[src/rtl/router_pkg.sv]
// Shared types and constants for the router synchronizer: port count,
// timeout length and the destination address encoding.
package router_pkg;

  localparam int NUM_PORTS = 3;
  localparam int TIMEOUT   = 30;
  localparam int ADDR_W    = 2;
  localparam int CNT_W     = 5;

  typedef logic [ADDR_W-1:0] port_addr_t;

  // Address 3 selects no FIFO; it is also the reset value of the latch.
  localparam port_addr_t ADDR_INVALID = 2'b11;

endpackage

[src/rtl/router_timeout_cnt.sv]
// Per-port unread-data watchdog: counts consecutive valid-but-unread cycles
// and emits a one-cycle soft_reset pulse on the TIMEOUT-th one.
module router_timeout_cnt #(
  parameter int TIMEOUT = 30,
  parameter int CNT_W   = 5
) (
  input  logic clk,
  input  logic resetn,
  input  logic valid,
  input  logic read,
  output logic soft_reset
);

  logic [CNT_W-1:0] cnt_q, cnt_d;
  logic             soft_reset_q, soft_reset_d;

  // Any read or an empty FIFO restarts the count; wrap to zero on expiry.
  always_comb begin
    cnt_d        = '0;
    soft_reset_d = 1'b0;
    if (valid && !read) begin
      if (cnt_q == CNT_W'(TIMEOUT - 1)) begin
        soft_reset_d = 1'b1;
      end else begin
        cnt_d = cnt_q + 1'b1;
      end
    end
  end

  always_ff @(posedge clk or negedge resetn) begin
    if (!resetn) begin
      cnt_q        <= '0;
      soft_reset_q <= 1'b0;
    end else begin
      cnt_q        <= cnt_d;
      soft_reset_q <= soft_reset_d;
    end
  end

  assign soft_reset = soft_reset_q;

endmodule

[src/rtl/router_sync_ctrl.sv]
// Router synchronizer: latches the header destination, steers FSM writes to
// one FIFO, returns its full flag, and drives per-port valid and soft reset.
module router_sync_ctrl #(
  parameter int NUM_PORTS = router_pkg::NUM_PORTS,
  parameter int TIMEOUT   = router_pkg::TIMEOUT,
  parameter int CNT_W     = router_pkg::CNT_W
) (
  input  logic                 clk,
  input  logic                 resetn,
  input  logic                 detect_add,
  input  logic [1:0]           data_in,
  input  logic                 write_enb_reg,
  input  logic [NUM_PORTS-1:0] read_enb,
  input  logic [NUM_PORTS-1:0] empty,
  input  logic [NUM_PORTS-1:0] full,
  output logic [NUM_PORTS-1:0] write_enb,
  output logic                 fifo_full,
  output logic [NUM_PORTS-1:0] valid_out,
  output logic [NUM_PORTS-1:0] soft_reset
);

  import router_pkg::*;

  port_addr_t addr_q, addr_d;

  always_comb begin
    addr_d = addr_q;
    if (detect_add) begin
      addr_d = data_in;
    end
  end

  always_ff @(posedge clk or negedge resetn) begin
    if (!resetn) begin
      addr_q <= ADDR_INVALID;
    end else begin
      addr_q <= addr_d;
    end
  end

  // Decode from the latched address only, so a header arriving this cycle
  // cannot redirect a write already in flight. Address 3 matches no port.
  always_comb begin
    write_enb = '0;
    fifo_full = 1'b0;
    for (int i = 0; i < NUM_PORTS; i++) begin
      if (addr_q == port_addr_t'(i)) begin
        write_enb[i] = write_enb_reg;
        fifo_full    = full[i];
      end
    end
  end

  assign valid_out = ~empty;

  for (genvar g = 0; g < NUM_PORTS; g++) begin : g_port
    router_timeout_cnt #(
      .TIMEOUT (TIMEOUT),
      .CNT_W   (CNT_W)
    ) u_timeout (
      .clk        (clk),
      .resetn     (resetn),
      .valid      (valid_out[g]),
      .read       (read_enb[g]),
      .soft_reset (soft_reset[g])
    );
  end

endmodule
[config.mk]
export PLATFORM = sky130hd
export DESIGN_NAME = router_sync_ctrl
export DESIGN_NICKNAME = d
export VERILOG_FILES = /design/src/rtl/router_pkg.sv /design/src/rtl/router_timeout_cnt.sv /design/src/rtl/router_sync_ctrl.sv
export SDC_FILE = /design/constraint.sdc
export NUM_CORES = 1
export LEC_CHECK = 0
export CAP_MARGIN = 20
export CORE_MARGIN = 10
export CORE_UTILIZATION = 46
export DETAILED_ROUTE_END_ITERATION = 16
export PLACE_DENSITY = 0.86
export SLEW_MARGIN = 20
export SYNTH_ARGS = -nofsm -noshare
export SYNTH_HDL_FRONTEND = slang
export SYNTH_SLANG_ARGS = --single-unit
export TNS_END_PERCENT = 30
[constraint.sdc]
create_clock -name clk -period 1.2 [get_ports clk]
set_input_delay 0.36 -clock clk [delete_from_list [all_inputs] [get_ports clk]]
set_output_delay 0.36 -clock clk [all_outputs]
set_load 0.01 [all_outputs]
==> results.tsv <==
metric	value	unit
status	finished, violations left	
failing checks	negative setup slack	
FP Rows	16	
global-route wire length before repair	3290	µm
H-tree Lvls	1	
worst-path maximum fanout	4	
Clk Latency, worst-skew pair	0.30	ns
antenna violations before repair	0	
Syn Std Cell Area	936	µm²
largest net degree at the start of global routing	13	
clk slew on worst S/H paths	0.10	ns
Die Span Y	65.1	µm
buffer levels on the longest clock path	2	
Worst setup SP type	flop	
commonest non-fill, non-tap cell in the layout	nor2_1	
CTS Hold Bufs	0	
clock root buffer	clkbuf_4	
Syn Inst Count	89	
syn nets	110	
Rel. slew slack	87.0	%
dpl ws	-0.820	ns
Final WS setup	-0.440	ns
DRT Pass-1 Iters	3	
TritonCTS clock tree	done	
Total Routing Usage GR	9.53	%
critical path data required time	0.84	ns
most frequent cells in the layout	nor2_1 (19), dfrtp_1 (18), clkdlybuf4s50_1 (10), buf_2 (10), buf_4 (8)	
pwr dens	995	nW/µm²
input/output buffers	24	
Slowest Stage Delay on Critical Path	0.58	ns
Critical Path Sink Type	output port	
Netlist cell types	18	
post-layout min period	1.64	ns
vias	714	
vias in the first global route	781	
Seq/Total Area, Yosys	53.7	%
Max Cap Viol	0	
Initial Util	48.2	%
DRT Wirelength	1990	µm
Final Cycle Share	137	%
core area	1940	µm²
CTS sink cnt	20	
hold slack final	0.366	ns
Slew @ Worst Pin	0.193	ns
Peak VDD IR	673	µV
fin nets	141	
worst min path class	primary input to asynchronous set/reset pin	
die span in x	65.1	µm
Max Freq	610	MHz
initial drt markers	20	
ant diodes	0	
WL per Instance	13.6	µm
final setup fails	4	
area growth from synthesis to layout	29.0	%
post-route ant nets	0	
Worst Path Arrival	1.28	ns
die area	4240	µm²
share of layout cells above drive strength 1	22.7	%
CP cell instances	buf_4 > and3b_1 > buf_2	
dpl hpwl	1610	µm
Crit Path Class	flop to output port	
Layout Skew	0.00558	ns
I/O pins	25	
total negative setup slack	-1.61	ns
GRT overflow	0	
max-slew violation count	0	
Synthesis Warnings	0	
routability cong.	0.778	
Num CTS Buffers	3	
Post-route DRC	0	
Core Util, Final	62.2	%
RSZ-0062 raised after global routing	yes	
Hold Fails Final Rpt	0	
synthesized area per cell	10.5	µm²
FF-to-FF setup slack	0.08	ns
Leakage	0.602	nW
Seq cells post-synth	20	
Critical-path top delay cell	dfstp_2	
Via density	4.89	
## worst paths after layout
path	cells after the start	end	from
setup reg to reg	4	g_port[2].u_timeout.cnt_q[4]	g_port[2].u_timeout.cnt_q[0]
setup / recovery	3	write_enb[1]	addr_q[1]
max in group asynchronous	2	addr_q[1]	resetn
hold reg to reg	1	g_port[0].u_timeout.cnt_q[0]	g_port[0].u_timeout.cnt_q[0]
hold / removal	2	g_port[0].u_timeout.cnt_q[0]	resetn
min in group clk	3	g_port[2].u_timeout.soft_reset	empty[2]
## worst max-delay path, delay by kind of cell (launching register included)
family / cells / cell delay, ns
flops: 1 / 0.58
simple gates: 1 / 0.16
buf+inv: 2 / 0.26
## what timing repair did
item,4_1_cts,5_1_grt
buffers inserted,1,1
gates cloned,0,0
endpoints found under the setup margin,10,7
endpoints found under the hold margin,0,0
resized for setup,45,2
## layout make-up
cell class | instances | area [µm²]
sequential | 20 | 503
tap | 27 | 33.8
timing repair buffer | 32 | 249
fill | 167 | 734
clock buffer | 4 | 26.3
multi-input combinational | 57 | 373
inverter | 6 | 22.5
## metal layers
metal  global-route usage [%]  up-vias  share of wire (%)
met2                     17.6       19                 52
met3                     2.71        2                5.0
met4                     3.21        0                1.1
met5                        0        -                  0
met1                     10.1      345                 42
li1                         -      348                  -
## state kept, by name, indices dropped and copies added, names as in the netlist
register                     count
g_port.u_timeout.cnt_q          15
g_port.u_timeout.soft_reset      3
addr_q                           2
## cells by family after synthesis
| kind of cell | after synthesis | synth area share (%) |
|---|---|---|
| compound gates | 1 | 0.534 |
| xor+xnor | 9 | 8.42 |
| fa+ha+maj | 6 | 8.02 |
| buf+inv | 12 | 7.22 |
| flops | 20 | 53.7 |
| mux | 3 | 3.48 |
| simple gates | 38 | 18.6 |
## cells in the mapped netlist
cell type | number | area (µm²)
xnor2_1 | 3 | 26.3
nor2_1 | 19 | 71.3
nand4_1 | 3 | 18.8
inv_1 | 6 | 22.5
and3b_1 | 1 | 8.76
xor2_1 | 6 | 52.6
nor3_1 | 3 | 15.0
nand3b_1 | 1 | 7.51
mux2_2 | 2 | 22.5
mux2i_1 | 1 | 10.0
ha_1 | 6 | 75.1
dfrtp_1 | 18 | 450
dfstp_2 | 2 | 52.6
nor3b_1 | 1 | 7.51
o21ai_1 | 1 | 5.00
nand2_1 | 4 | 15.0
buf_4 | 6 | 45.0
nand3_1 | 6 | 30.0
## stage by stage
step / area, µm² / power, mW / instances
floorplan: 936 / 0.784 / 89
finish: 1210 / 1.20 / 146
detailed placement: 1210 / 0.907 / 140
CTS: 1190 / 1.22 / 145
global route: 1210 / 1.26 / 146
global placement: 1210 / 0.894 / 140
## power by group
group / internal [mW] / switching, mW / total, mW / leakage [nW]
registers: 0.695 / 0.0180 / 0.713 / 0.269
logic: 0.0960 / 0.0733 / 0.169 / 0.318
clock network: 0.130 / 0.190 / 0.319 / 0.0150
total: 0.921 / 0.281 / 1.20 / 0.602
Power figures use the tool's default switching activity.
==> edit 1: new RTL, config.mk and constraints unchanged <==
Make the reset (`resetn`) synchronous in 2 clocked blocks.
--- a/src/rtl/router_timeout_cnt.sv
+++ b/src/rtl/router_timeout_cnt.sv
@@ -27,7 +27,7 @@
     end
   end
 
-  always_ff @(posedge clk or negedge resetn) begin
+  always_ff @(posedge clk) begin
     if (!resetn) begin
       cnt_q        <= '0;
       soft_reset_q <= 1'b0;
--- a/src/rtl/router_sync_ctrl.sv
+++ b/src/rtl/router_sync_ctrl.sv
@@ -30,7 +30,7 @@
     end
   end
 
-  always_ff @(posedge clk or negedge resetn) begin
+  always_ff @(posedge clk) begin
     if (!resetn) begin
       addr_q <= ADDR_INVALID;
     end else begin
Check against the original RTL: differs if resetn is asserted again (counterexample within 4 cycles, from zero or initial values and one cycle with resetn low); with resetn held inactive, the same outputs for 10 cycles.
==> edit 1 against the original RTL <==
- the run still ends with setup timing left
- routed wire length decreased by 10%
- synthesized cell count increased by 2.2%
- power decreased by 2.7%
- area after synthesis decreased by 6.6%
- sequential cell count unchanged
- final area decreased by 6.7%
- setup slack improved by 0.21 ns
- sequential share of layout area decreased by 5.4 points
==> edit 1: results (changes against the original RTL) <==
Place WS = -0.802 ns (+0.0182 ns)
Synth Flop Type = dfxtp_1
Syn nets = 112 (+1.8%)
Largest register by flop count = g_port.u_timeout.cnt_q
Post-synthesis mux area share = 0.0343 (-0.000425)
R2R depth = 5 (+1)
Largest vdd supply drop = 552 µV (-18%)
Post-Synth Adder-Cell Area = 0.0858 (+0.00562)
Hpwl dp = 1.47 mm (-8.7%)
Placed cells = 138 (-1.4%)
Synth Warn # = 0 (unchanged)
FF-to-FF setup slack = 0.14 ns (+0.06 ns)
Sw Share = 0.210 (-0.0238)
Setup violators final = 4 (unchanged)
Violated checks = setup timing
GRT Total Usage = 0.0890 (-0.00631)
RR Endpoint = g_port[2].u_timeout.cnt_q[2]
Setup TNS = -0.606 ns (+0.999 ns)
Register area share after synthesis = 0.458 (-0.0796)
HP Class = flip-flop to flip-flop
Syn Area/Cell = 9.61 µm² (-8.6%)
Outcome = finished, violations left
Async SR Flop Fraction = 0 (-1.00)
First-pass GRT wire length = 3.00 mm (-8.8%)
Complex-gate fraction of the synthesized area = 0.00572 (+0.000375)
Netlist cell types = 19 (+1)
LEAKAGE = 0.000487 µW (-19%)
Pre-Repair DR Iteration Count = 4 (+1)
Via count = 672 (-5.9%)
Arr. time, crit path = 1.07 ns (-0.21 ns)
RePlAce Congestion = 0.691 (-11%)
RR Startpoint = g_port[2].u_timeout.cnt_q[1]
Total die area = 4050 µm² (-4.6%)
Main area contributors after synthesis = dfxtp_1 46%, ha_1 8.6%, nor2_1 7.3%
Top cells by count, synth = 20 x dfxtp_1, 17 x nor2_1, 7 x nand3_1
Crit Path Max Fanout = 6 (+2)
Post-Synth XOR/XNOR Area = 0.0901 (+0.00590)
DRT iter0 DRCs = 12 (-40%)
Clock Skew = 0.00754 ns (+0.00196 ns)
Worst rel slew slack = 0.845 (-0.0258)
Setup ws final = -0.233 ns (+0.207 ns)
Fillers = 178 (+6.6%)
Via density = 4.73 (-3.2%)
Setup Fix Bufs, Post-CTS = 0 (-1)
Detailed Route WL = 1.78 mm (-10%)
Pin count of the biggest net entering global routing = 12 (-1)
Root Buffer = clkbuf_4
Vias in the first global route = 665 (-15%)
Number of buffers created by CTS = 3 (unchanged)
Share of cells above drive strength 1 = 0.231 (+0.00388)
==> edit 1: worst max-delay path, stage by stage (launching register included) <==
cell and delay (ns):
dfxtp_4 0.39, mux2i_1 0.19, o21ai_1 0.07, buf_2 0.14
==> edit 1: area by class of cell <==
cell class,instances,area share
Inverter,6,0.0200
Clock buffer,4,0.0322
Tap cell,25,0.0278
Timing Repair Buffer,28,0.188
Sequential cell,20,0.362
Multi-Input combinational cell,59,0.370
==> edit 1: worst max-delay path by stage <==
stage	end	slack [ns]	startpoint
after CTS	fifo_full	-0.27	addr_q[1]
after detailed placement	write_enb[0]	-0.80	write_enb_reg
after global placement	write_enb[0]	-0.75	write_enb_reg
final	fifo_full	-0.23	addr_q[1]
after global routing	fifo_full	-0.31	addr_q[1]
after floorplan	fifo_full	0.11	addr_q[1]
==> edit 1: what timing repair did <==
| action | CTS | global route |
|---|---|---|
| pin swaps | 1 | 1 |
| setup endpoints to repair | 10 | 10 |
| gates resized for setup | 50 | 4 |
==> edit 1: power groups by stage <==
stage | clock, µW | sequential (µW) | combinational, µW
floorplan | 0 | 697 | 46.2
global placement | 0 | 698 | 125
detailed placement | 0 | 700 | 129
CTS | 386 | 685 | 112
global route | 409 | 686 | 123
finish | 374 | 684 | 111
==> edit 1: metrics by stage <==
step                      hold slack, ns  area [µm²]
after detailed placement           0.456        1130
after CTS                          0.468        1130
after global placement             0.447        1130
final                              0.475        1130
after floorplan                    0.422         875
after global routing               0.480        1130
==> edit 1: routing by layer <==
metal  GRT usage  up-vias  wire length, µm
li1            -      342                -
met1      0.0972      311              806
met2       0.149       17              867
met3      0.0318        2               97
met4      0.0410        0               12
met5           0        -                0
==> edit 2: new RTL, same settings <==
Made on the original files. `CNT_W` is set to 5 in 2 places; all go to 10.
--- a/src/rtl/router_pkg.sv
+++ b/src/rtl/router_pkg.sv
@@ -5,7 +5,7 @@
   localparam int NUM_PORTS = 3;
   localparam int TIMEOUT   = 30;
   localparam int ADDR_W    = 2;
-  localparam int CNT_W     = 5;
+  localparam int CNT_W     = 10;
 
   typedef logic [ADDR_W-1:0] port_addr_t;
 
--- a/src/rtl/router_timeout_cnt.sv
+++ b/src/rtl/router_timeout_cnt.sv
@@ -2,7 +2,7 @@
 // and emits a one-cycle soft_reset pulse on the TIMEOUT-th one.
 module router_timeout_cnt #(
   parameter int TIMEOUT = 30,
-  parameter int CNT_W   = 5
+  parameter int CNT_W   = 10
 ) (
   input  logic clk,
   input  logic resetn,
Check against the original RTL: same outputs for any inputs over 10 cycles, from zero or initial values and one cycle with resetn low; that may be too few to reach the edited logic, so the function may still have changed.
==> edit 2 against the original RTL <==
- the run still ends with setup timing left
- sequential share of layout area fell by 10 points
- clock skew grew 0.0016 ns
- sequential power grew 71%
- area after synthesis rose by 99%
- critical path depth rose by 3
- setup slack better by 0.0050 ns
- sequential cell count grew 15
- power grew 130%
- first-iteration DRC count grew to 4.6 times the old value
- fmax increased by 0.30%
- synthesized cell count is 100% higher
- final area rose by 130%
- non-clock buffer count grew 49
- routed wire length rose by 140%
- critical path type is now flip-flop to flip-flop
==> edit 2: results (changes against the original RTL) <==
Vias in the first global route = 1725 (+120%)
Via density = 5.46 (+12%)
# nets final = 282 (+100%)
CTS Buffer Depth = 2 (unchanged)
FF-to-FF setup slack = -0.44 ns (-0.52 ns)
Setup ws final = -0.435 ns (+0.00498 ns)
Hpwl dp = 3.34 mm (+110%)
Cell area after placement = 2560 µm² (+110%)
Pre-Repair DR Iteration Count = 4 (+1)
GRT Total Usage = 0.133 (+0.0380)
RePlAce Congestion = 0.883 (+14%)
DRT iter0 DRCs = 91 (+360%)
Int Power = 2160 µW (+130%)
Crit Path Max Fanout = 6 (+2)
Post-CTS Resized = 55 (+22%)
Pin count of the biggest net entering global routing = 24 (+11)
Max reg flops = 30 (+15)
Worst rel slew slack = 0.704 (-0.166)
Clock Skew = 0.00714 ns (+0.00157 ns)
Post-Synth Adder-Cell Area = 0.0402 (-0.0400)
Worst-path clk slew = 0.07 ns (-0.03 ns)
Setup Fix Bufs, Post-CTS = 1 (unchanged)
Clock H-tree levels = 2 (+1)
Root Buffer = clkbuf_8
First-pass GRT wire length = 7.90 mm (+140%)
Place WS = -0.755 ns (+0.0654 ns)
Comb pwr share = 0.091 (-0.050)
Placed cells = 303 (+120%)
Hold WS = 0.526 ns (+0.160 ns)
Async SR Flop Fraction = 1.00 (unchanged)
Port bufs = 24 (unchanged)
Complex-gate fraction of the synthesized area = 0.146 (+0.141)
Cells after synthesis = 182 (+100%)
Netlist cell types = 47 (+29)
Syn nets = 203 (+85%)
Comb pwr = 248 µW (+47%)
RR Startpoint = g_port[1].u_timeout.cnt_q[1]
LEAKAGE = 0.00120 µW (+100%)
Top cells by count, synth = 33 x dfrtp_1, 12 x o21ai_0, 11 x nor2_1
Setup violators final = 37 (+33)
Largest vdd supply drop = 615 µV (-8.7%)
Setup TNS = -10.75 ns (-9.14 ns)
RR Endpoint = g_port[1].u_timeout.cnt_q[0]
Final non-filler cell total = 312 (+110%)
Register area share after synthesis = 0.471 (-0.0666)
WL/cell = 15.6 µm (+14%)
# Max-Cap Violations = 0 (unchanged)
Post-Synth XOR/XNOR Area = 0.0329 (-0.0514)
Synth Warn # = 0 (unchanged)
Main area contributors after synthesis = dfrtp_1 44%, ha_1 4.0%, or3_1 3.4%
Outcome = finished, violations left
Arr. time, crit path = 1.80 ns (+0.52 ns)
Number of buffers created by CTS = 5 (+2)
R2R depth = 6 (+2)
Post-synthesis mux area share = 0.0174 (-0.0173)
Violated checks = setup timing
Share of cells above drive strength 1 = 0.424 (+0.197)
Clock power frac = 0.465 (+0.199)
Clock insertion delay at the later pin of the skew report = 0.29 ns
==> edit 2: cell count changes in the layout (fill, tap and decap cells not counted), sizes merged, moves of 4 or more <==
| cell | delta |
|---|---|
| a211oi | +6 |
| a21oi | +9 |
| buf | +49 |
| dfrtp | +15 |
| nand2 | +4 |
| nor2 | -8 |
| o21ai | +11 |
| o31ai | +7 |
| or3 | +10 |
| or4 | +5 |
==> edit 2: worst max-delay path, stage by stage (launching register included) <==
cell and delay, ns:
dfrtp_1 0.38, inv_1 0.06, ha_2 0.17, or4b_4 0.50, nor3_4 0.17, buf_6 0.17, nor3_1 0.05
==> edit 2: how the worst max path moves through the flow <==
stage / endpoint / slack [ns] / startpoint / cells past startpoint
6_report: g_port[1].u_timeout.cnt_q[0] / -0.44 / g_port[1].u_timeout.cnt_q[1] / 6
5_1_grt: fifo_full / -0.47 / addr_q[0] / 3
4_1_cts: fifo_full / -0.43 / addr_q[0] / 3
3_5_place_dp: write_enb[0] / -0.75 / write_enb_reg / 3
3_3_place_gp: write_enb[0] / -0.74 / write_enb_reg / 3
2_1_floorplan: g_port[1].u_timeout.cnt_q[5] / -0.31 / g_port[1].u_timeout.cnt_q[1] / 5
==> edit 2: layer usage <==
metal | up-vias | part of all wire | global-route usage
li1 | 828 | - | -
met2 | 43 | 0.51 | 0.232
met4 | 0 | 0.027 | 0.0624
met3 | 11 | 0.046 | 0.0361
met1 | 820 | 0.42 | 0.146
met5 | - | 0 | 0
==> edit 2: cell type report <==
class                           instances  area (µm²)
Sequential cell                        35         878
Inverter                                9        33.8
Multi-Input combinational cell        129        1020
Clock buffer                            5        68.8
Timing Repair Buffer                   81         651
Tap cell                               50        62.6
Fill cell                             283        1190
Clock inverter                          3        67.6
